[src/rtl/rsa_host_loader_if.sv]
// Stream and Avalon-MM bundle between the RSA host loader (master) and its
// word source, DRAM and engine flag register (slave).
interface rsa_host_loader_if;
    logic         st_valid;
    logic         st_ready;
    logic [31:0]  st_data;

    logic [31:0]  avm_m0_address;
    logic         avm_m0_write;
    logic [255:0] avm_m0_writedata;
    logic         avm_m0_waitrequest;

    logic         avm_m1_address;
    logic         avm_m1_write;
    logic         avm_m1_read;
    logic [7:0]   avm_m1_writedata;
    logic [7:0]   avm_m1_readdata;
    logic         avm_m1_waitrequest;

    modport master (
        input  st_valid, st_data,
        input  avm_m0_waitrequest,
        input  avm_m1_readdata, avm_m1_waitrequest,
        output st_ready,
        output avm_m0_address, avm_m0_write, avm_m0_writedata,
        output avm_m1_address, avm_m1_write, avm_m1_read, avm_m1_writedata
    );

    modport slave (
        output st_valid, st_data,
        output avm_m0_waitrequest,
        output avm_m1_readdata, avm_m1_waitrequest,
        input  st_ready,
        input  avm_m0_address, avm_m0_write, avm_m0_writedata,
        input  avm_m1_address, avm_m1_write, avm_m1_read, avm_m1_writedata
    );
endinterface

[src/rtl/rsa_host_loader.sv]
// Packs a 32-bit job stream into 256-bit DRAM lines, kicks the RSA engine and
// polls its start flag. Define RSA_HOST_TIMEOUT_EN to bound polling with err.
module rsa_host_loader #(
    parameter logic [31:0] ADDR_BASE     = 32'd0,
    parameter int unsigned NUM_LINES     = 10,
    parameter int unsigned POLL_GAP      = 16,
    parameter int unsigned TIMEOUT_POLLS = 4096
) (
    input  logic               clk,
    input  logic               reset_n,
    input  logic               start,
    output logic               busy,
    output logic               done,
    output logic               err,
    rsa_host_loader_if.master  bus
);

    typedef enum logic [2:0] {IDLE, FILL, WRITE, KICK, GAP, POLL, DONE} state_t;

    state_t         state, state_nxt;
    logic [2:0]     word_cnt, word_cnt_nxt;
    logic [7:0]     line_cnt, line_cnt_nxt;
    logic [7:0]     gap_cnt, gap_cnt_nxt;
    logic [31:0]    poll_cnt, poll_cnt_nxt;
    logic [31:0]    addr_nxt;
    logic [255:0]   line_buf, line_buf_nxt;
    logic           beat;

    // st_ready is only ever high in FILL, so this is the FILL accept strobe.
    assign beat = bus.st_valid & bus.st_ready;

    assign bus.avm_m0_writedata = line_buf;
    assign bus.avm_m1_address   = 1'b0;
    assign bus.avm_m1_writedata = 8'h01;

`ifdef RSA_HOST_TIMEOUT_EN
    logic err_nxt;
`endif

    always_comb begin
        // NOTE: every signal gets its hold value first so no path leaves one unassigned (no latches).
        state_nxt    = state;
        word_cnt_nxt = word_cnt;
        line_cnt_nxt = line_cnt;
        gap_cnt_nxt  = gap_cnt;
        poll_cnt_nxt = poll_cnt;
        addr_nxt     = bus.avm_m0_address;
        line_buf_nxt = line_buf;
`ifdef RSA_HOST_TIMEOUT_EN
        err_nxt      = err;
`endif

        case (state)
            IDLE: begin
                if (start) begin
                    word_cnt_nxt = 3'd0;
                    line_cnt_nxt = 8'd0;
                    poll_cnt_nxt = 32'd0;
                    addr_nxt     = ADDR_BASE;
`ifdef RSA_HOST_TIMEOUT_EN
                    err_nxt      = 1'b0;
`endif
                    state_nxt    = FILL;
                end
            end
            FILL: begin
                if (beat) begin
                    line_buf_nxt[{word_cnt, 5'd0} +: 32] = bus.st_data;
                    word_cnt_nxt = word_cnt + 3'd1;
                    if (word_cnt == 3'd7) state_nxt = WRITE;
                end
            end
            WRITE: begin
                if (!bus.avm_m0_waitrequest) begin
                    if (line_cnt == 8'(NUM_LINES - 1)) begin
                        state_nxt = KICK;
                    end else begin
                        line_cnt_nxt = line_cnt + 8'd1;
                        addr_nxt     = bus.avm_m0_address + 32'd32;
                        state_nxt    = FILL;
                    end
                end
            end
            KICK: begin
                if (!bus.avm_m1_waitrequest) begin
                    gap_cnt_nxt = 8'(POLL_GAP);
                    state_nxt   = GAP;
                end
            end
            GAP: begin
                if (gap_cnt == 8'd0) state_nxt = POLL;
                else                 gap_cnt_nxt = gap_cnt - 8'd1;
            end
            POLL: begin
                if (!bus.avm_m1_waitrequest) begin
                    if (!bus.avm_m1_readdata[0]) begin
                        state_nxt = DONE;
                    end
`ifdef RSA_HOST_TIMEOUT_EN
                    else if (poll_cnt == TIMEOUT_POLLS - 1) begin
                        err_nxt   = 1'b1;
                        state_nxt = DONE;
                    end
`endif
                    else begin
                        // Saturates so a stuck flag never wraps the attempt count.
                        if (poll_cnt != TIMEOUT_POLLS - 1) poll_cnt_nxt = poll_cnt + 32'd1;
                        gap_cnt_nxt = 8'(POLL_GAP);
                        state_nxt   = GAP;
                    end
                end
            end
            DONE:    state_nxt = IDLE;
            default: state_nxt = IDLE;
        endcase
    end

    // Outputs are registered from the next state so each strobe lines up with its state.
    always_ff @(posedge clk or negedge reset_n) begin
        if (!reset_n) begin
            state              <= IDLE;
            word_cnt           <= 3'd0;
            line_cnt           <= 8'd0;
            gap_cnt            <= 8'd0;
            poll_cnt           <= 32'd0;
            // NOTE: the line buffer is reset because it drives writedata, which must read 0 out of reset.
            line_buf           <= '0;
            bus.avm_m0_address <= ADDR_BASE;
            bus.avm_m0_write   <= 1'b0;
            bus.avm_m1_write   <= 1'b0;
            bus.avm_m1_read    <= 1'b0;
            bus.st_ready       <= 1'b0;
            busy               <= 1'b0;
            done               <= 1'b0;
        end else begin
            // NOTE: non-blocking so every register here samples pre-edge values.
            state              <= state_nxt;
            word_cnt           <= word_cnt_nxt;
            line_cnt           <= line_cnt_nxt;
            gap_cnt            <= gap_cnt_nxt;
            poll_cnt           <= poll_cnt_nxt;
            line_buf           <= line_buf_nxt;
            bus.avm_m0_address <= addr_nxt;
            bus.avm_m0_write   <= (state_nxt == WRITE);
            bus.avm_m1_write   <= (state_nxt == KICK);
            bus.avm_m1_read    <= (state_nxt == POLL);
            bus.st_ready       <= (state_nxt == FILL);
            busy               <= (state_nxt != IDLE);
            done               <= (state_nxt == DONE);
        end
    end

`ifdef RSA_HOST_TIMEOUT_EN
    always_ff @(posedge clk or negedge reset_n) begin
        if (!reset_n) err <= 1'b0;
        else          err <= err_nxt;
    end
`else
    assign err = 1'b0;
`endif

endmodule
[src/flat_wrapper.sv]
// flat-port wrapper written by rule: the top's interface ports become plain ports
module rsa_host_loader_flat 
#(
    parameter logic [31:0] ADDR_BASE     = 32'd0,
    parameter int unsigned NUM_LINES     = 10,
    parameter int unsigned POLL_GAP      = 16,
    parameter int unsigned TIMEOUT_POLLS = 4096
)
  (clk, reset_n, start, busy, done, err, bus_st_valid, bus_st_data, bus_avm_m0_waitrequest, bus_avm_m1_readdata, bus_avm_m1_waitrequest, bus_st_ready, bus_avm_m0_address, bus_avm_m0_write, bus_avm_m0_writedata, bus_avm_m1_address, bus_avm_m1_write, bus_avm_m1_read, bus_avm_m1_writedata);
  rsa_host_loader_if bus_i ();
  input  logic clk;
  input  logic reset_n;
  input  logic start;
  output logic busy;
  output logic done;
  output logic err;
  input wire logic [$bits(bus_i.st_valid)-1:0] bus_st_valid;
  input wire logic [$bits(bus_i.st_data)-1:0] bus_st_data;
  input wire logic [$bits(bus_i.avm_m0_waitrequest)-1:0] bus_avm_m0_waitrequest;
  input wire logic [$bits(bus_i.avm_m1_readdata)-1:0] bus_avm_m1_readdata;
  input wire logic [$bits(bus_i.avm_m1_waitrequest)-1:0] bus_avm_m1_waitrequest;
  output wire logic [$bits(bus_i.st_ready)-1:0] bus_st_ready;
  output wire logic [$bits(bus_i.avm_m0_address)-1:0] bus_avm_m0_address;
  output wire logic [$bits(bus_i.avm_m0_write)-1:0] bus_avm_m0_write;
  output wire logic [$bits(bus_i.avm_m0_writedata)-1:0] bus_avm_m0_writedata;
  output wire logic [$bits(bus_i.avm_m1_address)-1:0] bus_avm_m1_address;
  output wire logic [$bits(bus_i.avm_m1_write)-1:0] bus_avm_m1_write;
  output wire logic [$bits(bus_i.avm_m1_read)-1:0] bus_avm_m1_read;
  output wire logic [$bits(bus_i.avm_m1_writedata)-1:0] bus_avm_m1_writedata;
  assign bus_i.st_valid = bus_st_valid;
  assign bus_i.st_data = bus_st_data;
  assign bus_i.avm_m0_waitrequest = bus_avm_m0_waitrequest;
  assign bus_i.avm_m1_readdata = bus_avm_m1_readdata;
  assign bus_i.avm_m1_waitrequest = bus_avm_m1_waitrequest;
  assign bus_st_ready = bus_i.st_ready;
  assign bus_avm_m0_address = bus_i.avm_m0_address;
  assign bus_avm_m0_write = bus_i.avm_m0_write;
  assign bus_avm_m0_writedata = bus_i.avm_m0_writedata;
  assign bus_avm_m1_address = bus_i.avm_m1_address;
  assign bus_avm_m1_write = bus_i.avm_m1_write;
  assign bus_avm_m1_read = bus_i.avm_m1_read;
  assign bus_avm_m1_writedata = bus_i.avm_m1_writedata;
  rsa_host_loader #(.ADDR_BASE(ADDR_BASE), .NUM_LINES(NUM_LINES), .POLL_GAP(POLL_GAP), .TIMEOUT_POLLS(TIMEOUT_POLLS)) u_core (.clk(clk), .reset_n(reset_n), .start(start), .busy(busy), .done(done), .err(err), .bus(bus_i));
endmodule
[config.mk]
export PLATFORM = sky130hd
export DESIGN_NAME = rsa_host_loader_flat
export DESIGN_NICKNAME = d
export VERILOG_FILES = /design/src/rtl/rsa_host_loader_if.sv /design/src/rtl/rsa_host_loader.sv /design/src/flat_wrapper.sv
export SDC_FILE = /design/constraint.sdc
export NUM_CORES = 1
export LEC_CHECK = 0
export CAP_MARGIN = 20
export CORE_UTILIZATION = 49
export DETAILED_ROUTE_END_ITERATION = 12
export PLACE_DENSITY = 0.81
export REMOVE_ABC_BUFFERS = 1
export SLEW_MARGIN = 20
export SYNTH_ARGS = -nofsm -noshare
export SYNTH_HDL_FRONTEND = slang
export SYNTH_SLANG_ARGS = --single-unit
[constraint.sdc]
create_clock -name clk -period 2.5 [get_ports clk]
set_input_delay 0.5 -clock clk [delete_from_list [all_inputs] [get_ports clk]]
set_output_delay 0.5 -clock clk [all_outputs]
set_load 0.02 [all_outputs]
==> results.yml <==
logic_synthesis:
  synth_ff_type: "dfrtp_1"
  ys_types: 61
  yosys.area.top_type_share_pct: 60.17
  synth_edf_count: 0
  synth-seq-cells: 311
  ys.warnings.count: 0
  syn_area_per_cell_um2: 13.02
  yosysSeqAreaShare_pct: 60.17
  synthCells: 993
  yosys-top-cells-area: "dfrtp_1 60%, mux2_1 12%, mux2_2 5.1%"
  synth_top_cell_by_area: "dfrtp_1"
  syn_area_um2: 12930
  async_flop_share_pct: 100.0
routing:
  vias: 9326
  finalWirelength_um: 35470
  drt_iter0_drc: 652
  antenna_left: 0
  drc: 0
  dr.pass1.iters: 5
  drt-wirelength-per-cell_um: 20.79
  vias_per_cell: 5.467
placed_design:
  dp_hpwl_um: 24460
  place_congestion: 0.8457
  port_buffers: 327
clocking:
  cts_buffers: 34
  cts_root_buffer: "clkbuf_16"
  cts_tree: "built"
  cts.sinks: 311
  clk_latency_ns: 0.50
  clk_pin_slew_worst_paths_ns: 0.06
  post-cts-setup-buffers: 0
  cts_max_path_buffers: 3
  htree_levels: 2
power:
  power.leakage_uw: 0.008406
  power_density_nw_per_um2: 572.7
  vdd_drop_max_uv: 453.2
  p_total_uw: 10260
timing:
  rsz0062_at_grt: "no"
  fin_skew_ns: 0.01436
  hold_ws_ns: 0.4744
  period_share_pct: 94.96
  hold_violations: 0
  finalCriticalPeriod_ns: 2.374
  max_slew_margin_pct: 65.21
  tightest_slew_ns: 0.5199
  report.final.slew_viol_count: 0
  finalSetupViolCount: 0
  tns_ns: 0
  max_clock_freq_mhz: 421.2
layout:
  fill_cells: 1834
  mostFrequentLayoutCell: "clkdlybuf4s50_1"
  num_antenna_cells: 0
  utilization_pct: 68.93
  multi_input_area_um2: 4792
  nNetsFinal: 1400
  drive_above_1_share_pct: 13.35
  final_cell_mix: "326 x clkdlybuf4s50_1, 311 x dfrtp_1, 143 x mux2_1"
  register_area_um2: 7782
  syn2layout_area_growth_pct: 38.48
setup_path:
  r2r_end: "u_core.bus.avm_m0_writedata[95]"
  path_buf_inv: 2
  crit_family: "simple AND/OR/NAND/NOR gates"
  endpoint_kind: "flop"
  worst_ep_arrival_time_ns: 2.75
  timing.rr.start: "u_core.word_cnt[1]"
  slowest_stage: "or4b_4"
  reg2reg_depth: 7
  reg2reg_slack_ns: 0.13
  slowest_delay_ns: 0.61
  required_ns: 2.88
  worstSetupPathType: "flop to flop"
  start_kind: "flop"
  crit_fanout: 9
  cp_common_cell: "ha_1"
  path_cells: "inv_1 > ha_1 > ha_1 > or4b_4 > nor2_4 > buf_4 > mux2_1"
floorplan:
  dieArea_um2: 27050
  core_um2: 25980
  io_pins: 350
  fp.dieW_um: 164.5
  dieHeight_um: 164.5
  initial_core_util_pct: 49.77
  num_rows: 59
job:
  maxCapViolations: 0
global_routing:
  grt_antenna_before_repair: 0
  grt_pass1_wl_um: 54100
  overflow: 0
  grt_max_degree: 62
  grtUsageTotal_pct: 26.34
  grt_pass1_vias: 9353
status:
  outcome: "completed"
worst_hold_path:
  whs_path_depth: 2
  worstHoldEndpoint: "u_core.bus.avm_m0_writedata[236]"
  holdCritPathClass: "flop to flop"
  hold_start: "u_core.bus.avm_m0_writedata[236]"
## registers in the layout, summed over array words and instances (netlist names)
name	flops
u_core.bus.avm_m0_writedata	256
u_core.bus.avm_m0_address	27
u_core.gap_cnt	8
u_core.line_cnt	8
u_core.state	3
u_core.word_cnt	3
u_core.bus.avm_m0_write	1
u_core.bus.avm_m1_read	1
u_core.bus.avm_m1_write	1
u_core.bus.st_ready	1
u_core.busy	1
u_core.done	1
## cells in the mapped netlist (all sizes together), types with 3 or more instances
library cell,instances
clkbuf,25
nor3,8
or4,8
ha,8
nor2,23
or3,6
or2,11
o21ai,41
o2111ai,5
nand3b,3
a21oi,18
nand4,19
buf,39
xnor2,3
xor2,6
nor2b,6
mux2,202
mux2i,10
nor4b,3
nor4,4
and3,6
nand3,18
nand2b,9
nor3b,5
and4,4
o21a,5
and2,5
inv,15
nand2,104
or4b,3
dfrtp,311
o31ai,35
o211ai,3
## through the flow
step,cell area [um^2],std cells,setup slack [ns]
after CTS,17910,1706,0.1228
final,17910,1706,0.1261
after floorplan,12630,942,-1.158
after global placement,16780,1644,-0.05700
after global routing,17910,1706,0.04749
after detailed placement,16780,1644,-0.1000
## worst max-delay path by stage
| stage | start | end | cells after the start | slack (ns) |
|---|---|---|---|---|
| 5_1_grt | u_core.word_cnt[1] | u_core.bus.avm_m0_writedata[95] | 7 | 0.05 |
| 2_1_floorplan | u_core.word_cnt[0] | u_core.bus.avm_m0_writedata[100] | 6 | -1.16 |
| 3_5_place_dp | bus_st_valid | u_core.bus.avm_m0_writedata[95] | 6 | -0.10 |
| 4_1_cts | u_core.word_cnt[1] | u_core.bus.avm_m0_writedata[95] | 7 | 0.12 |
| 6_report | u_core.word_cnt[1] | u_core.bus.avm_m0_writedata[95] | 7 | 0.13 |
| 3_3_place_gp | bus_st_valid | u_core.bus.avm_m0_writedata[64] | 6 | -0.06 |
## final cells by class
class	count	area share, %
flip-flops and latches	311	43.45
multi-input cells	616	26.76
repair buffers	368	20.87
clock buffers	46	5.400
well taps	335	2.340
clock inverters	15	0.8662
inverters	15	0.3144
## per-layer routing
| layer | routed length, um | track usage [%] | part of all wire, % |
|---|---|---|---|
| met3 | 2855 | 6.379 | 8.0 |
| met2 | 18040 | 45.67 | 51 |
| met5 | 0 | 0 | 0 |
| met1 | 13700 | 32.55 | 39 |
| met4 | 880 | 7.882 | 2.5 |
## where the power goes
part | switching [uW] | internal (uW)
combinational | 187 | 80.3
clock | 2010 | 2940
sequential | 3.07 | 5040
total | 2200 | 8060
## worst reg2reg max path, delay by kind of cell, from the launching register on
| family | cells | cell delay, ns |
|---|---|---|
| adders and majority gates | 2 | 0.38 |
| and+or+nand+nor | 2 | 0.81 |
| muxes | 1 | 0.35 |
| buffers and inverters | 2 | 0.30 |
| DFF | 1 | 0.41 |
## cell families after synthesis
logic type      Yosys count  share of synthesized area (%)
mux                     212                          18.36
buf+inv                  79                          3.154
simple gates            247                          10.29
compound gates          125                          6.578
other cells               2                        0.05807
xor+xnor                  9                         0.6095
fa+ha+maj                 8                         0.7739
flops                   311                          60.17
## timing repair
action                    in CTS  in global routing
hold buffers                   1                  0
gates resized for setup        0                  0
hold endpoints to repair      46                  0
No activity file was read; power rests on OpenSTA's default activity.
